## src/rtl/handshake_pkg.sv

```systemverilog
// Shared helpers for arbitrated handshake units: width math and the default
// constant emitted by constant-producing channels.
package handshake_pkg;

  localparam logic [31:0] DEFAULT_CONST = 32'h0001EFF2;

  function automatic int clog2(input int n);
    int r;
    r = 0;
    for (int v = n - 1; v > 0; v = v >> 1) begin
      r++;
    end
    return r;
  endfunction

  // A single requester still needs a one-bit index.
  function automatic int tag_width(input int n);
    return (clog2(n) < 1) ? 1 : clog2(n);
  endfunction

endpackage

```

## src/rtl/handshake_rr_picker.sv

```systemverilog
// Combinational round-robin picker: first set req bit at or after ptr,
// ascending and wrapping modulo NUM_REQ.
module handshake_rr_picker
  import handshake_pkg::*;
#(
  parameter int NUM_REQ   = 4,
  parameter int TAG_WIDTH = tag_width(NUM_REQ)
) (
  input  logic [NUM_REQ-1:0]   req,
  input  logic [TAG_WIDTH-1:0] ptr,
  output logic [NUM_REQ-1:0]   gnt_onehot,
  output logic [TAG_WIDTH-1:0] gnt_idx,
  output logic                 any
);

  function automatic int wrap_idx(input int p, input int off);
    return (p + off) % NUM_REQ;
  endfunction

  // Scan from the farthest offset down so the closest match to ptr wins.
  always_comb begin
    gnt_idx = '0;
    any     = 1'b0;
    for (int off = NUM_REQ - 1; off >= 0; off--) begin
      if (req[wrap_idx(int'(ptr), off)]) begin
        any     = 1'b1;
        gnt_idx = TAG_WIDTH'(wrap_idx(int'(ptr), off));
      end
    end
  end

  assign gnt_onehot = any ? (NUM_REQ'(1) << gnt_idx) : '0;

endmodule

```

## src/rtl/handshake_constant_arbiter.sv

```systemverilog
// Shares one constant-producing output slot among NUM_REQ control requesters;
// the round-robin winner's constant is registered together with its index.
module handshake_constant_arbiter
  import handshake_pkg::*;
#(
  parameter int NUM_REQ    = 4,
  parameter int DATA_WIDTH = 32,
  parameter logic [NUM_REQ*DATA_WIDTH-1:0] CONST_VALUES =
    {NUM_REQ{DATA_WIDTH'(DEFAULT_CONST)}},
  localparam int TAG_WIDTH = tag_width(NUM_REQ)
) (
  input  logic                  clk,
  input  logic                  rst,
  input  logic [NUM_REQ-1:0]    ctrl_valid,
  output logic [NUM_REQ-1:0]    ctrl_ready,
  output logic [DATA_WIDTH-1:0] outs,
  output logic [TAG_WIDTH-1:0]  outs_tag,
  output logic                  outs_valid,
  input  logic                  outs_ready
);

  // Handshake: a transfer happens on a rising edge where valid and ready are
  // both high. ctrl_ready may follow ctrl_valid/outs_ready combinationally,
  // so requesters must never derive ctrl_valid from ctrl_ready.

  logic                  out_valid_q, out_valid_d;
  logic [DATA_WIDTH-1:0] out_data_q,  out_data_d;
  logic [TAG_WIDTH-1:0]  out_tag_q,   out_tag_d;
  logic [TAG_WIDTH-1:0]  rr_ptr_q,    rr_ptr_d;

  logic                  load_en;
  logic [NUM_REQ-1:0]    gnt_onehot;
  logic [TAG_WIDTH-1:0]  gnt_idx;
  logic                  gnt_any;

  handshake_rr_picker #(
    .NUM_REQ  (NUM_REQ),
    .TAG_WIDTH(TAG_WIDTH)
  ) u_picker (
    .req       (ctrl_valid),
    .ptr       (rr_ptr_q),
    .gnt_onehot(gnt_onehot),
    .gnt_idx   (gnt_idx),
    .any       (gnt_any)
  );

  // The slot can be refilled whenever it is empty or being drained this cycle.
  assign load_en = !out_valid_q || outs_ready;

  always_comb begin
    out_valid_d = out_valid_q;
    out_data_d  = out_data_q;
    out_tag_d   = out_tag_q;
    rr_ptr_d    = rr_ptr_q;
    if (load_en) begin
      out_valid_d = gnt_any;
      if (gnt_any) begin
        out_data_d = CONST_VALUES[int'(gnt_idx)*DATA_WIDTH +: DATA_WIDTH];
        out_tag_d  = gnt_idx;
        rr_ptr_d   = (gnt_idx == TAG_WIDTH'(NUM_REQ - 1)) ? '0 : gnt_idx + 1'b1;
      end
    end
  end

  always_ff @(posedge clk or posedge rst) begin
    if (rst) begin
      out_valid_q <= 1'b0;
      out_data_q  <= '0;
      out_tag_q   <= '0;
      rr_ptr_q    <= '0;
    end else begin
      out_valid_q <= out_valid_d;
      out_data_q  <= out_data_d;
      out_tag_q   <= out_tag_d;
      rr_ptr_q    <= rr_ptr_d;
    end
  end

  assign ctrl_ready = (load_en && gnt_any && !rst) ? gnt_onehot : '0;
  assign outs       = out_data_q;
  assign outs_tag   = out_tag_q;
  assign outs_valid = out_valid_q;

endmodule

```

## config.mk

```make
export PLATFORM = sky130hd
export DESIGN_NAME = handshake_constant_arbiter
export DESIGN_NICKNAME = d
export VERILOG_FILES = /design/src/rtl/handshake_pkg.sv /design/src/rtl/handshake_rr_picker.sv /design/src/rtl/handshake_constant_arbiter.sv
export SDC_FILE = /design/constraint.sdc
export NUM_CORES = 1
export LEC_CHECK = 0
export BUFFER_PORTS_ARGS = -buffer_cell sky130_fd_sc_hd__buf_2
export CAP_MARGIN = 20
export CORE_MARGIN = 3
export CORE_UTILIZATION = 45
export CTS_BUF_LIST = sky130_fd_sc_hd__clkbuf_2
export DETAILED_ROUTE_END_ITERATION = 16
export PLACE_DENSITY_LB_ADDON = 0.12
export SLEW_MARGIN = 20
export SYNTH_ARGS = -nofsm -noshare
export SYNTH_HDL_FRONTEND = slang
export SYNTH_HIERARCHICAL = 1
export SYNTH_SLANG_ARGS = --single-unit
```

## constraint.sdc

```tcl
create_clock -name clk -period 4.5 [get_ports clk]
set_input_delay 0.9 -clock clk [delete_from_list [all_inputs] [get_ports clk]]
set_output_delay 0.9 -clock clk [all_outputs]
set_load 0.01 [all_outputs]
```

After elaboration in Yosys (flattened, before gate mapping)
Cells that the tools add are included.
- bits in registers: 37
- output and inout port bits: 39
- logic and storage cells: 49
- add/subtract/negate cells: 4
- order comparisons: 4
- equality and inequality tests: 1
- shifts and indexed selects: 2
- mux-type cells: 22
- bitwise logic cells: 3
- reduce and logical (&&, ||, !) cells: 9
- operators by type and width (cell ; count):
    $shiftx 128x8->32 const A ; 1
    $lt 3x4->1 const B ; 3
    $mux 1 ; 11
    $mux 2 ; 5
    $bmux 1 s2 ; 4
    $mux 4 ; 2
    $reduce_or 2->1 ; 3
    $add 2x1->2 const B ; 2
    $add 2x2->2 const B ; 2
    $shl 1x2->4 const A ; 1
    $and 1x1->1 const A ; 3
    $lt 2x3->1 const B ; 1
    $eq 2x2->1 const B ; 1
    $logic_and 1x1->1 ; 2
    $logic_not 1->1 ; 2
    $reduce_and 2->1 ; 1
    $logic_or 1x1->1 ; 1

Longest topological paths before layout
- depth in word-level cells: 13
- depth in mapped cells: 7
- gate-level depth less buffers: 6

Modules after synthesis
The synthesis kept the hierarchy.
- modules (own cells, without submodules) (module ; times used ; cells each ; area an instance (µm²) ; sequential area each (µm²)):
    handshake_constant_arbiter ; 1 ; 54 ; 536.8 ; 150.1
    handshake_rr_picker ; 1 ; 33 ; 211.5 ; 0.0

Worst setup path after synthesis
Ideal clock, no wire load.
- kind: input -> output
- from: in ctrl_valid[0]
- to: out ctrl_ready[0]
- arrival time: 1.616 ns
- slack: 1.984 ns
- stages: 5
- cells stage by stage: buf_4 > nor2_1 > nand2_1 > and3_1 > and2_1
- longest elaborated chain between the ends: 10
- elaborated cells between the ends (all ways): 24
- ends and longest elaborated chain (what ; line ; text):
    start, declared ; handshake_constant_arbiter.sv:14 ; input logic [NUM_REQ-1:0] ctrl_valid,
    $bmux 1 s2 ; handshake_rr_picker.sv:25 ; if (req[wrap_idx(int'(ptr), off)]) begin
    $mux 1 (implied by the code) (2 in a row) ; handshake_rr_picker.sv:25 ;
    $mux 1 (3 in a row) ; handshake_rr_picker.sv:25 ;
    $mux 1 * ; handshake_rr_picker.sv:25 ;
    via gnt_any ; handshake_constant_arbiter.sv:34 ; logic gnt_any;
    $logic_and 1x1->1 (2 in a row) ; handshake_constant_arbiter.sv:79 ; assign ctrl_ready = (load_en && gnt_any && !rst) ? gnt_onehot : '0;
    $mux 4 * ; handshake_constant_arbiter.sv:79 ;
    end, declared ; handshake_constant_arbiter.sv:15 ; output logic [NUM_REQ-1:0] ctrl_ready,
Mark *: on every way through the listed nets, which the timed path passes. The rest lies on a longest branch. The select of a mux whose other input is x is not followed.

Final worst setup path
- from: in ctrl_valid[2]
- to: out ctrl_ready[0]
- longest elaborated chain between the ends: 10
- elaborated cells between the ends (all ways): 24
- ends and longest elaborated chain (what ; line ; text):
    $bmux 1 s2 ; handshake_rr_picker.sv:25 ;
    $mux 1 (implied by the code) (2 in a row) ; handshake_rr_picker.sv:25 ;
    $mux 2 (4 in a row) ; handshake_rr_picker.sv:25 ;
    $shl 1x2->4 ; handshake_rr_picker.sv:32 ; assign gnt_onehot = any ? (NUM_REQ'(1) << gnt_idx) : '0;
    $mux 4 * ; handshake_rr_picker.sv:32 ;
    via gnt_onehot[0] ; handshake_constant_arbiter.sv:32 ; logic [NUM_REQ-1:0] gnt_onehot;
    $mux 4 * ; handshake_constant_arbiter.sv:79 ;
Marks and branches as above.

==> impl_metrics.csv <==
group,metric,value,unit
timing,period_share,60.5,%
final_layout,most-common-layout-cells,"26 x buf_2, 19 x conb_1, 6 x dfrtp_1",
setup_path,path_depth,6,
setup_path,reg2reg_slack,2.69,ns
setup_path,cpPeakStageDelay,0.23,ns
setup_path,cp-end-kind,"output pin",
placed_design,routabilityCongestion,0.762,
cts,clock-sinks,6,
placed_design,portBuffers,26,
global_route,grt_pass1_vias,405,
timing,min_period,2.72,ns
setup_path,path_buf_inv,2,
cts,clock_path_buffers,2,
synth,synthDistinctLibCells,28,
setup_path,critical_path.reg2reg.startpoint,"rr_ptr_q[1]",
synth,synth_cells,87,
cts,postCtsSetupBuffers,0,
setup_path,critPathRequiredTime,3.60,ns
setup_path,path_cells,"buf_2 -> o2bb2ai_1 -> a22o_1 -> and2_1 -> and2_1 -> buf_2",
routing,dr_total_vias,523,
timing,whs,0.517,ns
setup_path,worstSetupStartpoint,"ctrl_valid[2]",
timing,drv_slew,0,
timing,rsz0062_at_grt,"no",
global_route,grt_max_degree,15,
floorplan,ios,46,
placed_design,dp_cells,112,
floorplan,core,0.00154,mm^2
routing,totalWireLength,1240,um
cts,cts_tree,"yes",
placed_design,dp_hpwl,943,um
routing,drtIter0Drc,11,
setup_path,worstSetupPathType,"in -> out",
synth,netlist.area_leader.share,33.1,%
final_layout,area_delta_synth_final,-5.02,%
global_route,grt_overflow,0,
timing,fmax,368,MHz
setup_path,reg2reg_to,"rr_ptr_q[1]",
cts,cts-resized-gates,0,
setup_path,rr_worst_depth,5,
pwr,peakVddDrop,0.213,mV
synth,yosysWarnings,6,
timing,final.setup.tns,0,ns
final_layout,final_cells,115,
floorplan,initial_core_util,48.5,%
final_layout,fillCellCount,160,
timing,hold_violations,0,
pwr,power_leakage,0.385,nW
setup_path,critPathCapture,"ctrl_ready[0]",
timing,finalSetupViolCount,0,
global_route,antenna_found_initial,0,
synth,avgSynthCellArea,8.60,um^2
final_layout,drive_above_1_share,37.4,%
cts,cts_buffers,3,
floorplan,num_rows,14,
final_layout,n_antenna_cell,0,
floorplan,dieArea,0.00219,mm^2
setup_path,worstSetupStartpointType,"input pin",
cts,clk-insertion-delay-late,0.23,ns
cts,htree_levels,1,
final_layout,nets,109,
final_layout,final_common_cell,"buf_2",
routing,ant_nets,0,
flow_run,drv_cap,0,
routing,viasPerCell,4.55,
cts,cts_root_buffer,"clkbuf_2",
routing,dr.pass1.iters,4,
placed_design,post-place-ws,1.79,ns
floorplan,chipHeight,46.8,um
routing,wl_per_cell,10.8,um
synth,synth_top_area_cell,"buf_4",
synth,synth_area,748,um^2
timing,skew,0.00716,ns
global_route,grt_pass1_wl,1770,um
pwr,p_per_area,383,mW/mm^2
status,outcome,"completed",
min_path,hold_class,"reg -> reg",
final_layout,utilization,46.1,%
setup_path,cp_max_fo,10,
synth,synthTopCellsByArea,"buf_4 33%, dfrtp_1 20%, mux2_4 8.0%, and2_1 4.2%, buf_6 3.0%",
setup_path,arrival,1.82,ns
global_route,grt_usage,11.7,%
timing,setup_slack,1.78,ns
synth,yosys_register_bits,6,
cts,ctsHoldBuffers,0,
cts,cts.clk_slew.worst_paths,0.05,ns
synth,ys_seq_area_share,20.1,%
setup_path,cp_slowest_cell,"a22o_1",
setup_path,critical_path.top_delay_family,"compound AO/OA/AOI/OAI gates",
routing,drc,0,
floorplan,fp.dieW,46.8,um
-- metrics by stage --
step / power, mW / area [um^2]
5_1_grt: 0.298 / 711
2_1_floorplan: 0.223 / 816
3_3_place_gp: 0.232 / 696
6_report: 0.272 / 711
3_5_place_dp: 0.234 / 696
4_1_cts: 0.274 / 711
-- report_power, final --
part / total (mW) / internal, mW / switching (mW)
sequential: 0.101 / 0.0715 / 0.0299
clock: 0.0380 / 0.0180 / 0.0199
combinational: 0.133 / 0.0719 / 0.0608
-- how the worst min path moves through the flow --
stage | endpoint | cells past startpoint | startpoint | slack, ns
after floorplan | rr_ptr_q[1] | 1 | rr_ptr_q[1] | 0.53
after global placement | outs_tag[1] | 1 | outs_tag[1] | 0.50
after detailed placement | outs_tag[1] | 1 | outs_tag[1] | 0.50
after CTS | outs_tag[1] | 1 | outs_tag[1] | 0.52
after global routing | outs_tag[1] | 1 | outs_tag[1] | 0.55
final | outs_tag[1] | 1 | outs_tag[1] | 0.52
-- layer usage --
layer	part of all wire [%]	wire, um	GRT usage, %	vias up
met5	0	0	0	-
met4	0	0	4.97	0
met3	14	170	5.75	0
met2	45	556	17.1	39
met1	41	512	14.7	224
li1	-	-	-	260
-- cells by family after synthesis --
family,count (synthesis),share of synthesized area (%)
compound gates,17,15.7
fa+ha+maj,1,1.67
buf+inv,40,38.6
flops,6,20.1
mux,5,9.36
other cells,1,0.501
simple gates,17,14.0
-- area by class of cell --
| cell class | count | area [um^2] | area share (%) |
|---|---|---|---|
| Inverter | 5 | 18.8 | 2.64 |
| Timing Repair Buffer | 26 | 130 | 18.3 |
| Clock buffer | 3 | 15.0 | 2.11 |
| Tap cell | 16 | 20.0 | 2.82 |
| Multi-Input combinational cell | 59 | 377 | 53.0 |
| Sequential cell | 6 | 150 | 21.1 |
-- sequential cells by signal, summed over array words and instances (netlist names) --
| signal | flops |
|---|---|
| outs_tag | 2 |
| rr_ptr_q | 2 |
| outs | 1 |
| outs_valid | 1 |
-- worst register-to-register path: cells and delay by family, from the launching register on --
kind / cells / cell delay (ns)
multiplexers: 2 / 0.49
adder cells (fa/ha/maj): 1 / 0.29
flip-flops: 1 / 0.56
AO/OA/AOI/OAI: 2 / 0.36
-- cell usage after synthesis --
| master | n |
|---|---|
| mux2i_1 | 1 |
| a21oi_1 | 4 |
| o2bb2a_1 | 1 |
| inv_1 | 5 |
| o21ai_1 | 2 |
| dfrtp_1 | 6 |
| and3_1 | 1 |
| o21ai_0 | 2 |
| or2b_1 | 1 |
| o22ai_1 | 1 |
| mux2_4 | 4 |
| a22o_1 | 1 |
| ha_1 | 1 |
| nand2b_4 | 1 |
| nor2b_1 | 1 |
| nand2_1 | 1 |
| nand2_4 | 1 |
| conb_1 | 1 |
| buf_6 | 2 |
| a31oi_1 | 1 |
| nand2b_1 | 1 |
| nor2_1 | 5 |
| o2bb2ai_1 | 1 |
| buf_4 | 33 |
| a21boi_0 | 1 |
| o221a_2 | 2 |
| and2_1 | 5 |
| a21boi_1 | 1 |
No activity file was read; power rests on OpenSTA's default activity.
